==> src/rtl/input_interface_if.sv <==
// Host/engine-side signal bundle for the AES byte-serial input front end.
interface input_interface_if #(
  parameter int unsigned BYTES = 16
);
  localparam int unsigned BLK_W = 8 * BYTES;

  logic [7:0]       data_in;
  logic             data_valid;
  logic             key_sel;
  logic             engine_busy;
  logic [BLK_W-1:0] plaintext;
  logic [BLK_W-1:0] key;
  logic             start;
  logic             input_ready;
  logic             key_loaded;
  logic             err;

  // Host / engine side: drives bytes and busy, observes block outputs
  modport master (
    output data_in, data_valid, key_sel, engine_busy,
    input  plaintext, key, start, input_ready, key_loaded, err
  );

  // Front-end block side
  modport slave (
    input  data_in, data_valid, key_sel, engine_busy,
    output plaintext, key, start, input_ready, key_loaded, err
  );
endinterface

==> src/rtl/input_interface.sv <==
// Byte-serial AES input front end: assembles 16 host bytes MSB-first into a
// key or plaintext block and hands plaintext to the round transformer with a
// one-cycle start pulse once the engine is idle. Staging doubles as the second
// buffer, so a new block can load while the engine works on the previous one.
// Only BYTES = 16 is supported.
module input_interface #(
  parameter int unsigned BYTES = 16
) (
  input logic               clk,
  input logic               rst_,
  input_interface_if.slave  bus
);

  localparam int unsigned BLK_W = 8 * BYTES;
  localparam int unsigned CNT_W = $clog2(BYTES);

  typedef enum logic [1:0] {
    IDLE     = 2'd0,
    LOAD     = 2'd1,
    FULL_PT  = 2'd2,
    FULL_KEY = 2'd3
  } state_t;

  state_t           state_q,      state_d;
  logic [CNT_W-1:0] cnt_q,        cnt_d;
  logic [BLK_W-1:0] staging_q,    staging_d;
  logic             blk_is_key_q, blk_is_key_d;
  logic [BLK_W-1:0] plaintext_q,  plaintext_d;
  logic [BLK_W-1:0] key_q,        key_d;
  logic             start_q,      start_d;
  logic             key_loaded_q, key_loaded_d;
  logic             err_q,        err_d;

  logic             input_ready_c;
  logic             accept_c;

  // State register and datapath flops; reset discards any partial/pending block
  always_ff @(posedge clk or negedge rst_) begin
    if (!rst_) begin
      state_q      <= IDLE;
      cnt_q        <= '0;
      staging_q    <= '0;
      blk_is_key_q <= 1'b0;
      plaintext_q  <= '0;
      key_q        <= '0;
      start_q      <= 1'b0;
      key_loaded_q <= 1'b0;
      err_q        <= 1'b0;
    end else begin
      state_q      <= state_d;
      cnt_q        <= cnt_d;
      staging_q    <= staging_d;
      blk_is_key_q <= blk_is_key_d;
      plaintext_q  <= plaintext_d;
      key_q        <= key_d;
      start_q      <= start_d;
      key_loaded_q <= key_loaded_d;
      err_q        <= err_d;
    end
  end

  // Next-state, byte assembly and hand-off decisions
  always_comb begin
    state_d       = state_q;
    cnt_d         = cnt_q;
    staging_d     = staging_q;
    blk_is_key_d  = blk_is_key_q;
    plaintext_d   = plaintext_q;
    key_d         = key_q;
    start_d       = 1'b0;
    key_loaded_d  = key_loaded_q;
    err_d         = err_q;

    input_ready_c = (state_q == IDLE) || (state_q == LOAD);
    accept_c      = bus.data_valid && input_ready_c;

    // A byte offered while a full block waits for hand-off is lost
    if (bus.data_valid && !input_ready_c) begin
      err_d = 1'b1;
    end

    if (accept_c) begin
      staging_d = {staging_q[BLK_W-9:0], bus.data_in};
    end

    case (state_q)
      IDLE: begin
        if (accept_c) begin
          blk_is_key_d = bus.key_sel;
          cnt_d        = CNT_W'(1);
          state_d      = LOAD;
        end
      end
      LOAD: begin
        if (accept_c) begin
          if (cnt_q == CNT_W'(BYTES - 1)) begin
            cnt_d = '0;
            if (blk_is_key_q) begin
              state_d = FULL_KEY;
            end else if (key_loaded_q) begin
              state_d = FULL_PT;
            end else begin
              // Plaintext with no key to encrypt it under is dropped
              err_d   = 1'b1;
              state_d = IDLE;
            end
          end else begin
            cnt_d = cnt_q + CNT_W'(1);
          end
        end
      end
      FULL_PT: begin
        if (!bus.engine_busy) begin
          plaintext_d = staging_q;
          start_d     = 1'b1;
          state_d     = IDLE;
        end
      end
      FULL_KEY: begin
        if (!bus.engine_busy) begin
          key_d        = staging_q;
          key_loaded_d = 1'b1;
          state_d      = IDLE;
        end
      end
      default: begin
        state_d = IDLE;
      end
    endcase
  end

  // Output mapping
  assign bus.plaintext   = plaintext_q;
  assign bus.key         = key_q;
  assign bus.start       = start_q;
  assign bus.input_ready = input_ready_c;
  assign bus.key_loaded  = key_loaded_q;
  assign bus.err         = err_q;

endmodule
==> src/flat_wrapper.sv <==
// flat-port wrapper written by rule: the top's interface ports become plain ports
module input_interface_flat 
#(
  parameter int unsigned BYTES = 16
)
  (clk, rst_, bus_data_in, bus_data_valid, bus_key_sel, bus_engine_busy, bus_plaintext, bus_key, bus_start, bus_input_ready, bus_key_loaded, bus_err);
  input_interface_if #(.BYTES(BYTES)) bus_i ();
  input logic clk;
  input logic rst_;
  input wire logic [$bits(bus_i.data_in)-1:0] bus_data_in;
  input wire logic [$bits(bus_i.data_valid)-1:0] bus_data_valid;
  input wire logic [$bits(bus_i.key_sel)-1:0] bus_key_sel;
  input wire logic [$bits(bus_i.engine_busy)-1:0] bus_engine_busy;
  output wire logic [$bits(bus_i.plaintext)-1:0] bus_plaintext;
  output wire logic [$bits(bus_i.key)-1:0] bus_key;
  output wire logic [$bits(bus_i.start)-1:0] bus_start;
  output wire logic [$bits(bus_i.input_ready)-1:0] bus_input_ready;
  output wire logic [$bits(bus_i.key_loaded)-1:0] bus_key_loaded;
  output wire logic [$bits(bus_i.err)-1:0] bus_err;
  assign bus_i.data_in = bus_data_in;
  assign bus_i.data_valid = bus_data_valid;
  assign bus_i.key_sel = bus_key_sel;
  assign bus_i.engine_busy = bus_engine_busy;
  assign bus_plaintext = bus_i.plaintext;
  assign bus_key = bus_i.key;
  assign bus_start = bus_i.start;
  assign bus_input_ready = bus_i.input_ready;
  assign bus_key_loaded = bus_i.key_loaded;
  assign bus_err = bus_i.err;
  input_interface #(.BYTES(BYTES)) u_core (.clk(clk), .rst_(rst_), .bus(bus_i));
endmodule
==> config.mk <==
export PLATFORM = sky130hd
export DESIGN_NAME = input_interface_flat
export DESIGN_NICKNAME = d
export VERILOG_FILES = /design/src/rtl/input_interface_if.sv /design/src/rtl/input_interface.sv /design/src/flat_wrapper.sv
export SDC_FILE = /design/constraint.sdc
export NUM_CORES = 1
export LEC_CHECK = 0
export ABC_CLOCK_PERIOD_IN_PS = 5030
export BUFFER_PORTS_ARGS = -buffer_cell sky130_fd_sc_hd__buf_2
export CORE_ASPECT_RATIO = 0.6
export CORE_MARGIN = 2
export CORE_UTILIZATION = 25
export DETAILED_ROUTE_END_ITERATION = 8
export PLACE_DENSITY = 0.52
export SYNTH_ARGS = -nofsm -noshare
export SYNTH_HDL_FRONTEND = slang
export SYNTH_SLANG_ARGS = --single-unit
export TNS_END_PERCENT = 10
==> constraint.sdc <==
create_clock -name clk -period 5.03 [get_ports clk]
set_clock_uncertainty 0.1 [all_clocks]
set_input_delay 1.006 -clock clk [delete_from_list [all_inputs] [get_ports clk]]
set_output_delay 1.006 -clock clk [all_outputs]
set_load 0.02 [all_outputs]
==> reports/results.ini <==
[die]
initial_core_util_pct = 25.2
die_h_um = 196
dieArea_um2 = 63300
std_cell_rows = 70
core_um2 = 60700
die_w_um = 323
io_pins = 273

[setup_path]
critPathArrivalTime_ps = 1450
cp_max_fo = 8
path_buf_inv = 2
path_cells = inv_2 -> buf_2
start_kind = register
r2r_start = u_core.state_q[1]
reg2reg_slack_ps = 2650
startpoint = u_core.state_q[1]
r2r-end = u_core.cnt_q[3]
crit_cells = 2
slowest_stage = dfrtp_1
path_class = reg2out
reg2reg_depth = 4
critical_path_required_ps = 3920
end_kind = primary output
path_delay_family = flip-flops
slowest_delay_ps = 610
critPathCapture = bus_input_ready

[clock_tree]
cts_tree = yes
clock_latency_ps = 560
cts.sinks = 394
ctsHoldBuffers = 0
ctsHtreeMaxLevel = 2
cts_setup_buffers = 0
cts-resized-gates = 0
cts.clk_slew.worst_paths_ps = 60
cts_buffers = 41
cts_root_buf = clkbuf_16
cts_buffer_depth = 3

[grt]
grt-ovfl-total = 0
grt_max_degree = 117
grt_first_pass_wirelength_um = 59200
grtUsageTotal_pct = 12.1
grt_pass1_vias = 9507
antenna_found_initial = 1

[yosys]
syn_area_um2 = 15300
yosys_warnings = 0
synth_edf_count = 0
yosysSeqAreaShare_pct = 64.4
ys_seq_elements = 394
synth_top_area_share_pct = 64.4
synth_cell_type_count = 29
synth_top_area_cell = dfrtp_1
syn_avg_cell_area_um2 = 13.6
yosys-top-cells-area = dfrtp_1 64%, mux2_2 12%, mux2_4 9.8%
yosys_most_used_dff = dfrtp_1
synth_nets = 1141
synth_cells = 1127
async_reset_ff_share_pct = 100

[pwr]
vdd_drop_max_v = 0.000160
switching_share_pct = 29.2
power.internal_uw = 5900
switchingPower_uw = 2430
power.density_nw_per_um2 = 444
p_leak_uw = 0.0103
p_comb_share_pct = 13.9
clkPwrFrac_pct = 37.5
seqPwrFrac_pct = 48.6

[timing]
timing.fmax_mhz = 391
grt_setup_unrepaired = no
setup_viol = 0
maxSlewViolCount = 0
worst_slew_pin_slew_ps = 957
finalCritPeriodShare_pct = 50.9
hold_violations = 0
min_period_ps = 2560
relSlewSlack_pct = 36.2
fin_setup_tns_ps = 0
fin_ws_ps = 2470

[detailed_routing]
drc = 0
vias_per_cell = 4.11
routedWlPerCell_um = 16.8
detail-route-antenna-nets = 0
routed_wl_um = 38000
drt_pass1_iterations = 6
drt_iter0_markers = 611
num_vias = 9277

[cells_and_area]
drive_gt1_share_pct = 43.2
areaGrowthSynthToFinish_pct = 22.5
nets = 1412
antennaDiodeCount = 0

[placed_design]
hpwl_um = 24700
place_congestion = 0.720
numPortBuffers = 272
dp_slack_ps = 2170

[job]
cap_violations = 0

[outcome]
status = completed

[hold_path]
min-delay-path-class = reg2reg

## cell type report
class	instances	area, µm²
Clock buffer	53	1150
Fill cell	6166	41900
Inverter	1	3.75
Sequential cell	394	9860
Timing Repair Buffer	287	1550
Clock inverter	19	216
Tap cell	828	1040
Multi-Input combinational cell	673	4930
## kinds of logic after synthesis
kind of cell               share of synthesized area, %
AOI/OAI and AO/OA                                 0.499
and+or+nand+nor                                    10.1
muxes                                              21.4
buffers and inverters                              3.45
adders and majority gates                        0.0817
DFF                                                64.4
## cells in the final DEF, fill, tap and decap left out, types with 2 or more instances in the layout
cell type   netlist  routed
nand3b_1          2       2
clkbuf_8          0       8
a21oi_1           2       2
inv_6             0       2
buf_12           11       5
clkbuf_16         0      41
bufinv_16         0       4
mux2_4          100     100
nand2_1         390     390
mux2_2          157     157
clkinv_2          0       8
buf_4             1      10
nand3_1           2       2
nor2_1            3       3
o21ai_0           2       2
buf_2            24     271
clkbuf_1         11       4
clkinvlp_4        0       4
dfrtp_1         394     394
## per-layer routing
metal / track usage (%) / part of all wire (%) / up-vias
li1: - / - / 4247
met1: 17.5 / 48 / 4786
met2: 17.4 / 44 / 196
met3: 3.59 / 6.8 / 46
met4: 3.17 / 1.7 / 2
met5: 0 / 0.029 / -
## power by group through the flow
stage / Combinational, µW / Clock [µW] / Sequential (µW)
2_1_floorplan: 500 / 0 / 4200
3_3_place_gp: 1160 / 0 / 4100
3_5_place_dp: 1180 / 0 / 4110
4_1_cts: 1190 / 3240 / 4060
5_1_grt: 1280 / 3370 / 4130
6_report: 1160 / 3120 / 4050
## Yosys cell counts, types with 2 or more instances
library cell / n
o21ai_0: 2
nand2b_1: 2
a21oi_1: 2
buf_12: 11
clkbuf_1: 11
nand3_1: 2
nand2_1: 390
nand3b_1: 2
dfrtp_1: 394
buf_2: 24
buf_6: 12
nor2_1: 3
mux2_4: 100
mux2_2: 157
## per-stage QoR
step                instances  utilization, %  total power [µW]  cell area, µm²  hold slack [ps]
global placement         2183            28.6              5260           17400              375
global route             2255            30.9              8780           18700              417
finish                   2255            30.9              8330           18700              399
floorplan                1127               -              4700           15300              358
detailed placement       2183            28.6              5300           17400              388
CTS                      2255            30.9              8490           18700              402
## worst min-delay path by stage
stage	endpoint	depth (start not counted)	slack (ps)	from
5_1_grt	u_core.bus.key[120]	1	420	u_core.bus.key[120]
3_3_place_gp	u_core.staging_q[123]	2	380	u_core.staging_q[123]
3_5_place_dp	u_core.bus.key[114]	1	390	u_core.bus.key[114]
2_1_floorplan	u_core.staging_q[126]	2	360	u_core.staging_q[126]
6_report	u_core.bus.key[43]	1	400	u_core.bus.key[43]
4_1_cts	u_core.bus.key[12]	1	400	u_core.bus.key[12]
## flip-flops by register name, summed over array words and instances (netlist names)
signal                 cells
u_core.bus.key           128
u_core.bus.err             1
u_core.bus.plaintext     128
u_core.bus.start           1
u_core.staging_q         128
u_core.state_q             2
u_core.blk_is_key_q        1
u_core.cnt_q               4
u_core.bus.key_loaded      1
No activity file was read; power rests on OpenSTA's default activity.
